--- src/rtl/multi_ch_clk_gen_if.sv ---
`default_nettype none
// ============================================================================
//  Module   : multi_ch_clk_gen_if
//  Brief    : Control/status bundle for the multi-channel clock generator.
//             The master side owns enables, sync and the half-period write
//             port. The slave side returns the per-channel square waves and
//             tick pulses.
//  Revision : 1.0  initial release
// ============================================================================
interface multi_ch_clk_gen_if #(
    parameter int NUM_CH = 3,
    parameter int CNT_W  = 27
);
    logic [NUM_CH-1:0] ch_en;
    logic              sync;
    logic              div_we;
    logic [2:0]        div_sel;
    logic [CNT_W-1:0]  div_data;
    logic [NUM_CH-1:0] clk_out;
    logic [NUM_CH-1:0] tick_out;

    modport master (
        output ch_en,
        output sync,
        output div_we,
        output div_sel,
        output div_data,
        input  clk_out,
        input  tick_out
    );

    modport slave (
        input  ch_en,
        input  sync,
        input  div_we,
        input  div_sel,
        input  div_data,
        output clk_out,
        output tick_out
    );
endinterface
`default_nettype wire

--- src/rtl/multi_ch_clk_gen.sv ---
`default_nettype none
// ============================================================================
//  Module   : multi_ch_clk_gen
//  Brief    : NUM_CH independent clock dividers. Each channel produces a
//             50%-duty square wave with a runtime-programmable half-period
//             and a one-cycle tick after every rising edge of that wave.
//             A shared sync input restarts every channel in phase.
//  Revision : 1.0  initial release
// ============================================================================
module multi_ch_clk_gen #(
    parameter int NUM_CH       = 3,
    parameter int CNT_W        = 27,
    parameter int DEFAULT_HALF = 50_000_000
) (
    input  wire logic          clk,
    input  wire logic          resetSW,
    multi_ch_clk_gen_if.slave  bus
);

    localparam logic [CNT_W-1:0] c_default_half = CNT_W'(DEFAULT_HALF);
    localparam logic [CNT_W-1:0] c_one          = CNT_W'(1);

    // A programmed half-period of zero would never wrap; clamp it to one.
    logic [CNT_W-1:0]  w_wdata;
    logic [NUM_CH-1:0] w_clk_out;
    logic [NUM_CH-1:0] w_tick_out;

    assign w_wdata = (bus.div_data == '0) ? c_one : bus.div_data;

    generate
        for (genvar ch = 0; ch < NUM_CH; ch++) begin : g_ch
            logic [CNT_W-1:0] r_cnt;
            logic [CNT_W-1:0] r_half;
            logic [CNT_W-1:0] r_shadow;
            logic [CNT_W-1:0] w_shadow_nxt;
            logic             r_clk;
            logic             r_tick;
            logic             w_sel;
            logic             w_wrap;
            logic             w_idle;

            // Selector values at or above NUM_CH never match any channel.
            assign w_sel        = bus.div_we && (bus.div_sel == 3'(ch));
            // The value the shadow holds after this edge. Every H reload
            // uses it, so a write that lands on a wrap, sync or idle cycle
            // takes effect immediately rather than one period late.
            assign w_shadow_nxt = w_sel ? w_wdata : r_shadow;
            // H is always at least one, so H-1 never underflows.
            assign w_wrap       = (r_cnt == r_half - c_one);
            // Sync and disable share one restart path. Sync wins over
            // counting regardless of the enable.
            assign w_idle       = bus.sync || !bus.ch_en[ch];

            // Shadow half-period: capture writes addressed to this channel.
            always_ff @(posedge clk or negedge resetSW) begin
                if (!resetSW) begin
                    r_shadow <= c_default_half;
                end else begin
                    r_shadow <= w_shadow_nxt;
                end
            end

            // Divider: count to H-1, toggle the output and reload H at wrap.
            // Restart from phase zero while idle or on sync.
            always_ff @(posedge clk or negedge resetSW) begin
                if (!resetSW) begin
                    r_cnt  <= '0;
                    r_half <= c_default_half;
                    r_clk  <= 1'b0;
                    r_tick <= 1'b0;
                end else if (w_idle) begin
                    r_cnt  <= '0;
                    r_half <= w_shadow_nxt;
                    r_clk  <= 1'b0;
                    r_tick <= 1'b0;
                end else if (w_wrap) begin
                    r_cnt  <= '0;
                    r_half <= w_shadow_nxt;
                    r_clk  <= ~r_clk;
                    // The tick fires only on the low-to-high transition.
                    r_tick <= ~r_clk;
                end else begin
                    r_cnt  <= r_cnt + c_one;
                    r_tick <= 1'b0;
                end
            end

            assign w_clk_out[ch]  = r_clk;
            assign w_tick_out[ch] = r_tick;
        end
    endgenerate

    assign bus.clk_out  = w_clk_out;
    assign bus.tick_out = w_tick_out;

endmodule
`default_nettype wire
--- src/flat_wrapper.sv ---
// flat-port wrapper written by rule: the top's interface ports become plain ports
module multi_ch_clk_gen_flat 
#(
    parameter int NUM_CH       = 3,
    parameter int CNT_W        = 27,
    parameter int DEFAULT_HALF = 50_000_000
)
  (clk, resetSW, bus_ch_en, bus_sync, bus_div_we, bus_div_sel, bus_div_data, bus_clk_out, bus_tick_out);
  multi_ch_clk_gen_if #(.NUM_CH(NUM_CH), .CNT_W(CNT_W)) bus_i ();
  input  wire logic clk;
  input  wire logic resetSW;
  input wire logic [$bits(bus_i.ch_en)-1:0] bus_ch_en;
  input wire logic [$bits(bus_i.sync)-1:0] bus_sync;
  input wire logic [$bits(bus_i.div_we)-1:0] bus_div_we;
  input wire logic [$bits(bus_i.div_sel)-1:0] bus_div_sel;
  input wire logic [$bits(bus_i.div_data)-1:0] bus_div_data;
  output wire logic [$bits(bus_i.clk_out)-1:0] bus_clk_out;
  output wire logic [$bits(bus_i.tick_out)-1:0] bus_tick_out;
  assign bus_i.ch_en = bus_ch_en;
  assign bus_i.sync = bus_sync;
  assign bus_i.div_we = bus_div_we;
  assign bus_i.div_sel = bus_div_sel;
  assign bus_i.div_data = bus_div_data;
  assign bus_clk_out = bus_i.clk_out;
  assign bus_tick_out = bus_i.tick_out;
  multi_ch_clk_gen #(.NUM_CH(NUM_CH), .CNT_W(CNT_W), .DEFAULT_HALF(DEFAULT_HALF)) u_core (.clk(clk), .resetSW(resetSW), .bus(bus_i));
endmodule
--- config.mk ---
export PLATFORM = sky130hd
export DESIGN_NAME = multi_ch_clk_gen_flat
export DESIGN_NICKNAME = d
export VERILOG_FILES = /design/src/rtl/multi_ch_clk_gen_if.sv /design/src/rtl/multi_ch_clk_gen.sv /design/src/flat_wrapper.sv
export SDC_FILE = /design/constraint.sdc
export NUM_CORES = 1
export LEC_CHECK = 0
export CORE_MARGIN = 1
export CORE_UTILIZATION = 31
export DETAILED_ROUTE_END_ITERATION = 6
export HOLD_SLACK_MARGIN = 0.02
export PLACE_DENSITY_LB_ADDON = 0.1
export SLEW_MARGIN = 30
export SYNTH_ARGS = -nofsm -noshare
export SYNTH_HDL_FRONTEND = slang
export SYNTH_SLANG_ARGS = --single-unit
export TNS_END_PERCENT = 1
--- constraint.sdc ---
create_clock -name clk -period 3.52 [get_ports clk]
set_clock_uncertainty 0.15 [all_clocks]
set_input_delay 0.352 -clock clk [delete_from_list [all_inputs] [get_ports clk]]
set_output_delay 0.352 -clock clk [all_outputs]
set_load 0.02 [all_outputs]
# Yosys cells after proc, flatten, opt, wreduce, memory -nomap -nowiden
# Index checks and enable logic that the tools add are counted.
# totals
output_inout_bits,6
in_bits,37
regBits,249
wordCells,71
# classes
eq_ne,5
n_mux,28
bitwise_logic,3
add_sub_neg,6
n_reduce_logical,14
# ops
operator,n
2-to-1 mux 27 bit,16
adder 27 x 1 -> 27 bit (second input constant),3
== test 27 bit,3
subtractor 27 x 1 -> 27 bit (second input constant),3
logical NOT 27 bit,1
2-to-1 mux 1 bit,12
nonzero test 2 bit,3
== test 3 x 1 -> 1 bit (second input constant),1
== test 3 x 2 -> 1 bit (second input constant),1
logical AND 1 bit,3
logical NOT 1 bit,3
logical NOT 3 bit,1
logical OR 1 bit,3
inverter 1 bit,3

# Depth between registers and ports, before layout
# Gate-level depths: netlist of run 1.
# depth
depth_word,5
ltp_mapped,14

# Worst setup path after synthesis of run 1
# No wires, ideal clock.
# synth_timing
kind,reg2reg
from,register u_core.g_ch[1].r_half[0]
to,register u_core.g_ch[1].r_half[10]
path_stages_with_launch,12
setup_slack_ns,0.097
path_buffers,1
period_less_slack_ns,3.423
t_arrival_ns,3.147
cell_sequence,dfrtp_1 > inv_1 > ha_1 > nor4b_4 > nand4_2 > or3b_4 > or3b_1 > a31oi_1 > o211ai_2 > o21ai_4 > buf_8 > mux2_4
# synth_between
elab_chain_cells,3
# synth_lines
element,line,text
"start, declared",multi_ch_clk_gen.sv:33,logic [CNT_W-1:0] r_half;
"start signal, assigned",multi_ch_clk_gen.sv:68,r_half <= c_default_half;
"start signal, assigned",multi_ch_clk_gen.sv:73,r_half <= w_shadow_nxt;
"start signal, assigned",multi_ch_clk_gen.sv:78,r_half <= w_shadow_nxt;
subtractor 27 x 1 -> 27 bit,multi_ch_clk_gen.sv:49,assign w_wrap = (r_cnt == r_half - c_one);
== test 27 bit,multi_ch_clk_gen.sv:49,
nonzero test 2 bit (no source line),--,
# Every way passes these cells.
# A chain may end at the register's enable or synchronous reset.

# Worst setup path in the final report of run 1
# layout_timing
from,register u_core.g_ch[0].r_half[14]
to,register u_core.g_ch[0].r_half[26]
# layout_between
elab_chain_cells,3
# layout_lines
element,line
"start, declared",multi_ch_clk_gen.sv:33
"start signal, assigned",multi_ch_clk_gen.sv:68
"start signal, assigned",multi_ch_clk_gen.sv:73
"start signal, assigned",multi_ch_clk_gen.sv:78
subtractor 27 x 1 -> 27 bit,multi_ch_clk_gen.sv:49
== test 27 bit,multi_ch_clk_gen.sv:49
nonzero test 2 bit (no source line),--
# Every way passes these cells.

==> results.md, run 1 <==
- Status: complete, no violations
- # setup viols final: 0
- TritonCTS clock tree: built
- Vias: roughly 9,600
- Layout cells sized above 1: about 30%
- ANT cells: 0
- CTS Buf Count: 29
- Root Driver: clkbuf_16
- Clock slew at reported path FFs: about 60 ps
- Wire length per cell: 18.3 um
- Max Clk Rate: 293 MHz
- Vias/cell: approximately 4.9
- Reg-to-reg slack, setup: 100 ps
- Unique masters post-synth: between 80 and 90
- Worst Slack Setup Final: approximately 100 ps
- Area Overhead vs Synth: 20.6%
- Aggregate global routing overflow: 0
- Most common cell after layout, fill and taps aside: dfrtp_1
- H-Tree Level Count: 1
- Final Power: between 9000 and 10,000 uW
- Final Max Slew Viols: 0
- Setup slack after placement: -84.8 ps
- Final WL: about 36 mm
- Fill cell count: 4,271
- Critical Path Start Type: flop
- YS warnings: 0
- Fin cells: between 1,500 and 2,000
- Worst slew margin: 48.5%
- Detail Route Antenna Nets: 0
- Leakage: between 0.006 and 0.007 uW
- Die X: about 210 um
- # nets final: roughly 1,400
- IO buf count: 42
- Initial DRC Count: ~500
- First-pass GRT wire length: ~57 mm
- Worst-path maximum fanout: 10
- Syn Inst Count: 1,245
- Initial Utilization: about a third
- Vias in the first global route: ~10,000
- Critical Path AT: about 3700 ps
- Fin crit period: 3420 ps
- Synth Flop Type: dfrtp_1
- Slew @ Worst Pin: 773 ps
- Half-perimeter wire length after detailed placement: approximately 26 mm
- Die Footprint: approximately 0.045 mm2
- DRT Pass-1 Iters: 7
- GRT Util Overall: around 16%
- Cell types occupying the most area after synthesis: dfrtp_1 (32%), dfstp_2 (14%), mux2_2 (9.9%), xnor2_1 (5.6%), xor2_1 (5.0%)
- Mapped Area: 0.0137 mm2
- Core box area: 0.0433 mm2
- Skew-Pair Late Insertion Delay: 560 ps
- Initial antenna violation count: 1
- Clock Tree Buf Depth: 3
- Mapped Nets: 1,288
- WP data required: between 3000 and 4000 ps
- FF+latch count, synth: about 250
- PwrDens: approximately 550 mW/mm2
- Routability congestion estimate: approximately 0.84
- Final Hold Vio Count: 0
- Critical path class: reg2reg
- Area leader, netlist: dfrtp_1
- Most frequent cells in the layout: dfrtp_1 (177), nor2_1 (151), mux2_2 (120)
- Hold crit path type: in2async
- I/O Pins: 43
- Fraction of registers with async set/reset: 100%
- Final worst-path cycle share: between 90% and 100%
- RSZ-0062 raised after global routing: true
- Largest net degree at the start of global routing: between 90 and 100
- Drt drc: 0
- Worst setup EP type: flop
- Avg Inst Size Synth: roughly 11 um2
- Number of synthesized flops with an enable pin: 0
- Register area share after synthesis: a little under half
- Die height: around 210 um
- Cell count after placement: 1,893
- Max-Cap Viols: 0
- Yosys top cell area share: ~32%
- FP Rows: 76
- Worst IR drop on VDD: 0.000354 V
- CTS sink count: roughly 250
layer usage:
metal	vias to the layer above	global-route usage [%]	share of wire (%)
met2	119	26.0	46
li1	4641	-	-
met3	42	2.33	2.9
met4	0	4.10	2.3
met5	-	0	0
met1	4764	23.1	49
synthesized netlist by cell type, types with 28 or more instances:
master and instances:
nand3_1 37, xnor2_1 87, dfstp_2 72, xor2_1 78
nor2_1 151, dfrtp_1 177, nand2_1 53, inv_1 28
mux2_4 42, mux2_2 120, nor4_1 35, clkbuf_1 28
nor3_1 36
worst max-delay path: stages, from the launching register on:
cell and delay [ps]:
dfstp_2 410, or4_4 550, or3_1 360, or4_1 420, a211o_1 320, a211oi_2 290, a21bo_4 270, buf_12 170
mux2_2 340
logic make-up after synthesis:
logic type / count (synthesis) / share of synthesized area [%]
xor+xnor: 165 / 10.6
compound gates: 106 / 5.70
flops: 249 / 46.3
mux: 168 / 15.0
buf+inv: 88 / 3.69
fa+ha+maj: 6 / 0.549
simple gates: 463 / 18.3
registers in the layout, summed over array words and instances (netlist names):
signal,count
u_core.g_ch.r_half,81
u_core.g_ch.r_cnt,81
u_core.g_ch.r_shadow,81
u_core.g_ch.r_tick,3
u_core.g_ch.r_clk,3
per-stage QoR:
stage | utilization [%] | TNS, ps | area (um2) | hold WS (ps)
3_5_place_dp | 35.1 | -1570 | 15200 | 279
5_1_grt | 38.1 | -329 | 16500 | 285
3_3_place_gp | 35.1 | -203 | 15200 | 277
6_report | 38.1 | 0 | 16500 | 249
2_1_floorplan | - | 0 | 13700 | -93.6
4_1_cts | 37.5 | 0 | 16200 | 237
cell type report:
class / instances / area, um2 / area share [%]
Timing Repair Buffer: 136 / 1320 / 8.03
Inverter: 28 / 105 / 0.638
Clock inverter: 9 / 154 / 0.934
Sequential cell: 249 / 6320 / 38.4
Multi-Input combinational cell: 908 / 6970 / 42.3
Tap cell: 585 / 732 / 4.44
Clock buffer: 44 / 872 / 5.29
power by group:
group,total [uW],internal [uW],switching (uW)
clock network,3210,1990,1220
registers,3860,3450,409
logic,2060,1080,986
worst paths after layout:
kind,from,endpoint,depth (start not counted)
min reg2reg,u_core.g_ch[2].r_clk,u_core.g_ch[2].r_tick,1
max,u_core.g_ch[0].r_half[14],u_core.g_ch[0].r_half[26],8
min in group clk,bus_ch_en[2],u_core.g_ch[2].r_clk,3
min,resetSW,u_core.g_ch[0].r_cnt[4],2
max reg2reg,u_core.g_ch[0].r_half[14],u_core.g_ch[0].r_half[26],8
max in group asynchronous,resetSW,u_core.g_ch[1].r_shadow[21],3
repair_timing:
action | 4_1_cts | 5_1_grt
hold buffers | 1 | 0
buffers inserted | 0 | 8
endpoints found under the setup margin | 36 | 98
endpoints found under the hold margin | 55 | 0
cloned | 0 | 4
resized for setup | 2 | 20
pin swaps | 0 | 10
Power figures use the tool's default switching activity.
==> run 2: changes to the inputs <==
CORE_UTILIZATION = 50   (was 31)
GPL_TIMING_DRIVEN = 1   (was unset)
==> results.md, run 2 (synthesis results as in run 1) <==
- Post-DP Area: approximately 0.015 mm2
- Setup slack after placement: just under 50 ps
- Most frequent cells in the layout: dfrtp_1 (177), nor2_1 (151), mux2_2 (120)
- First-pass GRT wire length: between 50 and 60 mm
- Skew-Pair Late Insertion Delay: between 500 and 600 ps
- Final Max Slew Viols: 0
- Worst setup EP type: flop
- Wire length per cell: between 15 and 20 um
- Aggregate global routing overflow: 0
- Initial DRC Count: roughly 540
- Root Driver: clkbuf_16
- Detail Route Antenna Nets: 0
- Setup bufs post-CTS: 0
- Leakage: roughly 0.0064 uW
- Worst Reg-to-Reg Cells: 9
- Half-perimeter wire length after detailed placement: approximately 23 mm
- Final WL: 31.7 mm
- Core box area: about 0.027 mm2
- Worst IR drop on VDD: approximately 0.00038 V
- Initial Utilization: between 50% and 60%
- Critical Path Start Type: flop
- Final Hold Vio Count: 0
- Critical Path AT: between 3000 and 4000 ps
- Die Footprint: roughly 0.028 mm2
- Max Clk Rate: around 290 MHz
- CTS sink count: ~250
- Vias/cell: 5.63
- Die height: 167 um
- Routability congestion estimate: a little under 0.9
- RSZ-0062 raised after global routing: true
- Final non-filler cell area: 0.0157 mm2
- Util after Layout: between 50 and 60%
- Worst slew margin: around 56%
- Multi-input logic area: ~0.0069 mm2
- Fin crit period: approximately 3400 ps
- Fill cell count: 2,268
- Largest net degree at the start of global routing: between 90 and 100
- Final Power: ~8900 uW
- TritonCTS clock tree: built
- Vias: ~9,500
- Die X: 167 um
- Critical path class: reg2reg
- Area Overhead vs Synth: 15.1%
- PwrDens: between 500 and 600 mW/mm2
- Slew @ Worst Pin: ~650 ps
- Register Area: roughly 0.0063 mm2
- IO buf count: 42
- Worst Slack Setup Final: about 73 ps
- Hold crit path type: in2async
- H-Tree Level Count: 1
- CTS Buf Count: 28
- Max-Cap Viols: 0
- Most common cell after layout, fill and taps aside: dfrtp_1
- WP data required: 3780 ps
- I/O Pins: 43
- FP Rows: 60
- # setup viols final: 0
- Final worst-path cycle share: a little over nine tenths
- Status: complete, no violations
- DRT Pass-1 Iters: 5
- Clock Tree Buf Depth: 3
- GRT Util Overall: 23.3%
- Vias in the first global route: 9,545
- Layout cells sized above 1: ~28%
- Initial antenna violation count: 1
- Regs by FF count: u_core.g_ch.r_cnt (81), u_core.g_ch.r_half (81), u_core.g_ch.r_shadow (81)
- Drt drc: 0
- # nets final: between 1,000 and 1,500
- Clock slew at reported path FFs: roughly 60 ps
- ANT cells: 0
- Worst-path maximum fanout: 27
run 2: area by class of cell:
class	count	share of cell area [%]
timing repair buffer	105	6.29
clock inverter	10	0.955
tap	341	2.71
clock buffer	42	5.18
sequential	249	40.2
multi-input combinational	908	44.0
inverter	28	0.669
run 2: layer usage:
layer / track usage (%) / wire length, um / vias up / share of wire [%]
li1: - / - / 4585 / -
met1: 32.9 / 15000 / 4664 / 47
met2: 37.7 / 14700 / 190 / 46
met3: 3.66 / 1430 / 36 / 4.5
met4: 5.07 / 557 / 2 / 1.8
met5: 0 / 8 / - / 0.025
run 2: repair_timing:
item | CTS | global route
hold buffers | 1 | 0
hold endpoints to repair | 62 | 0
resized for setup | 0 | 9
setup endpoints to repair | 0 | 105
run 2: stage by stage:
stage                     instances  hold WS, ps  TNS (ps)
after floorplan                1245        -93.6         0
after global placement         1630          170         0
after detailed placement       1630          176         0
after CTS                      1683          191         0
after global routing           1683          216      -119
final                          1683          185         0
run 2: final timing paths:
kind                       slack (ps)                          end                       start
setup / recovery                   70    u_core.g_ch[0].r_half[26]   u_core.g_ch[0].r_half[14]
hold / removal                    180      u_core.g_ch[0].r_cnt[4]                     resetSW
setup reg to reg                   70    u_core.g_ch[0].r_half[26]   u_core.g_ch[0].r_half[14]
hold reg to reg                   350   u_core.g_ch[2].r_shadow[6]  u_core.g_ch[2].r_shadow[6]
max in group asynchronous        2130  u_core.g_ch[2].r_shadow[23]                     resetSW
min in group clk                  350   u_core.g_ch[2].r_shadow[6]  u_core.g_ch[2].r_shadow[6]
run 2: critical path: stages (launching register included):
cell	delay [ps]
dfstp_2	400
or4_4	550
or3_1	350
or3_1	420
nor4_1	200
nor3b_1	100
a211oi_2	310
a21bo_2	230
buf_12	230
mux2_2	360
run 2: power breakdown:
part | total [uW] | internal [uW] | switching, uW
Clock | 3050 | 1880 | 1170
Combinational | 1950 | 1020 | 926
Sequential | 3880 | 3450 | 424
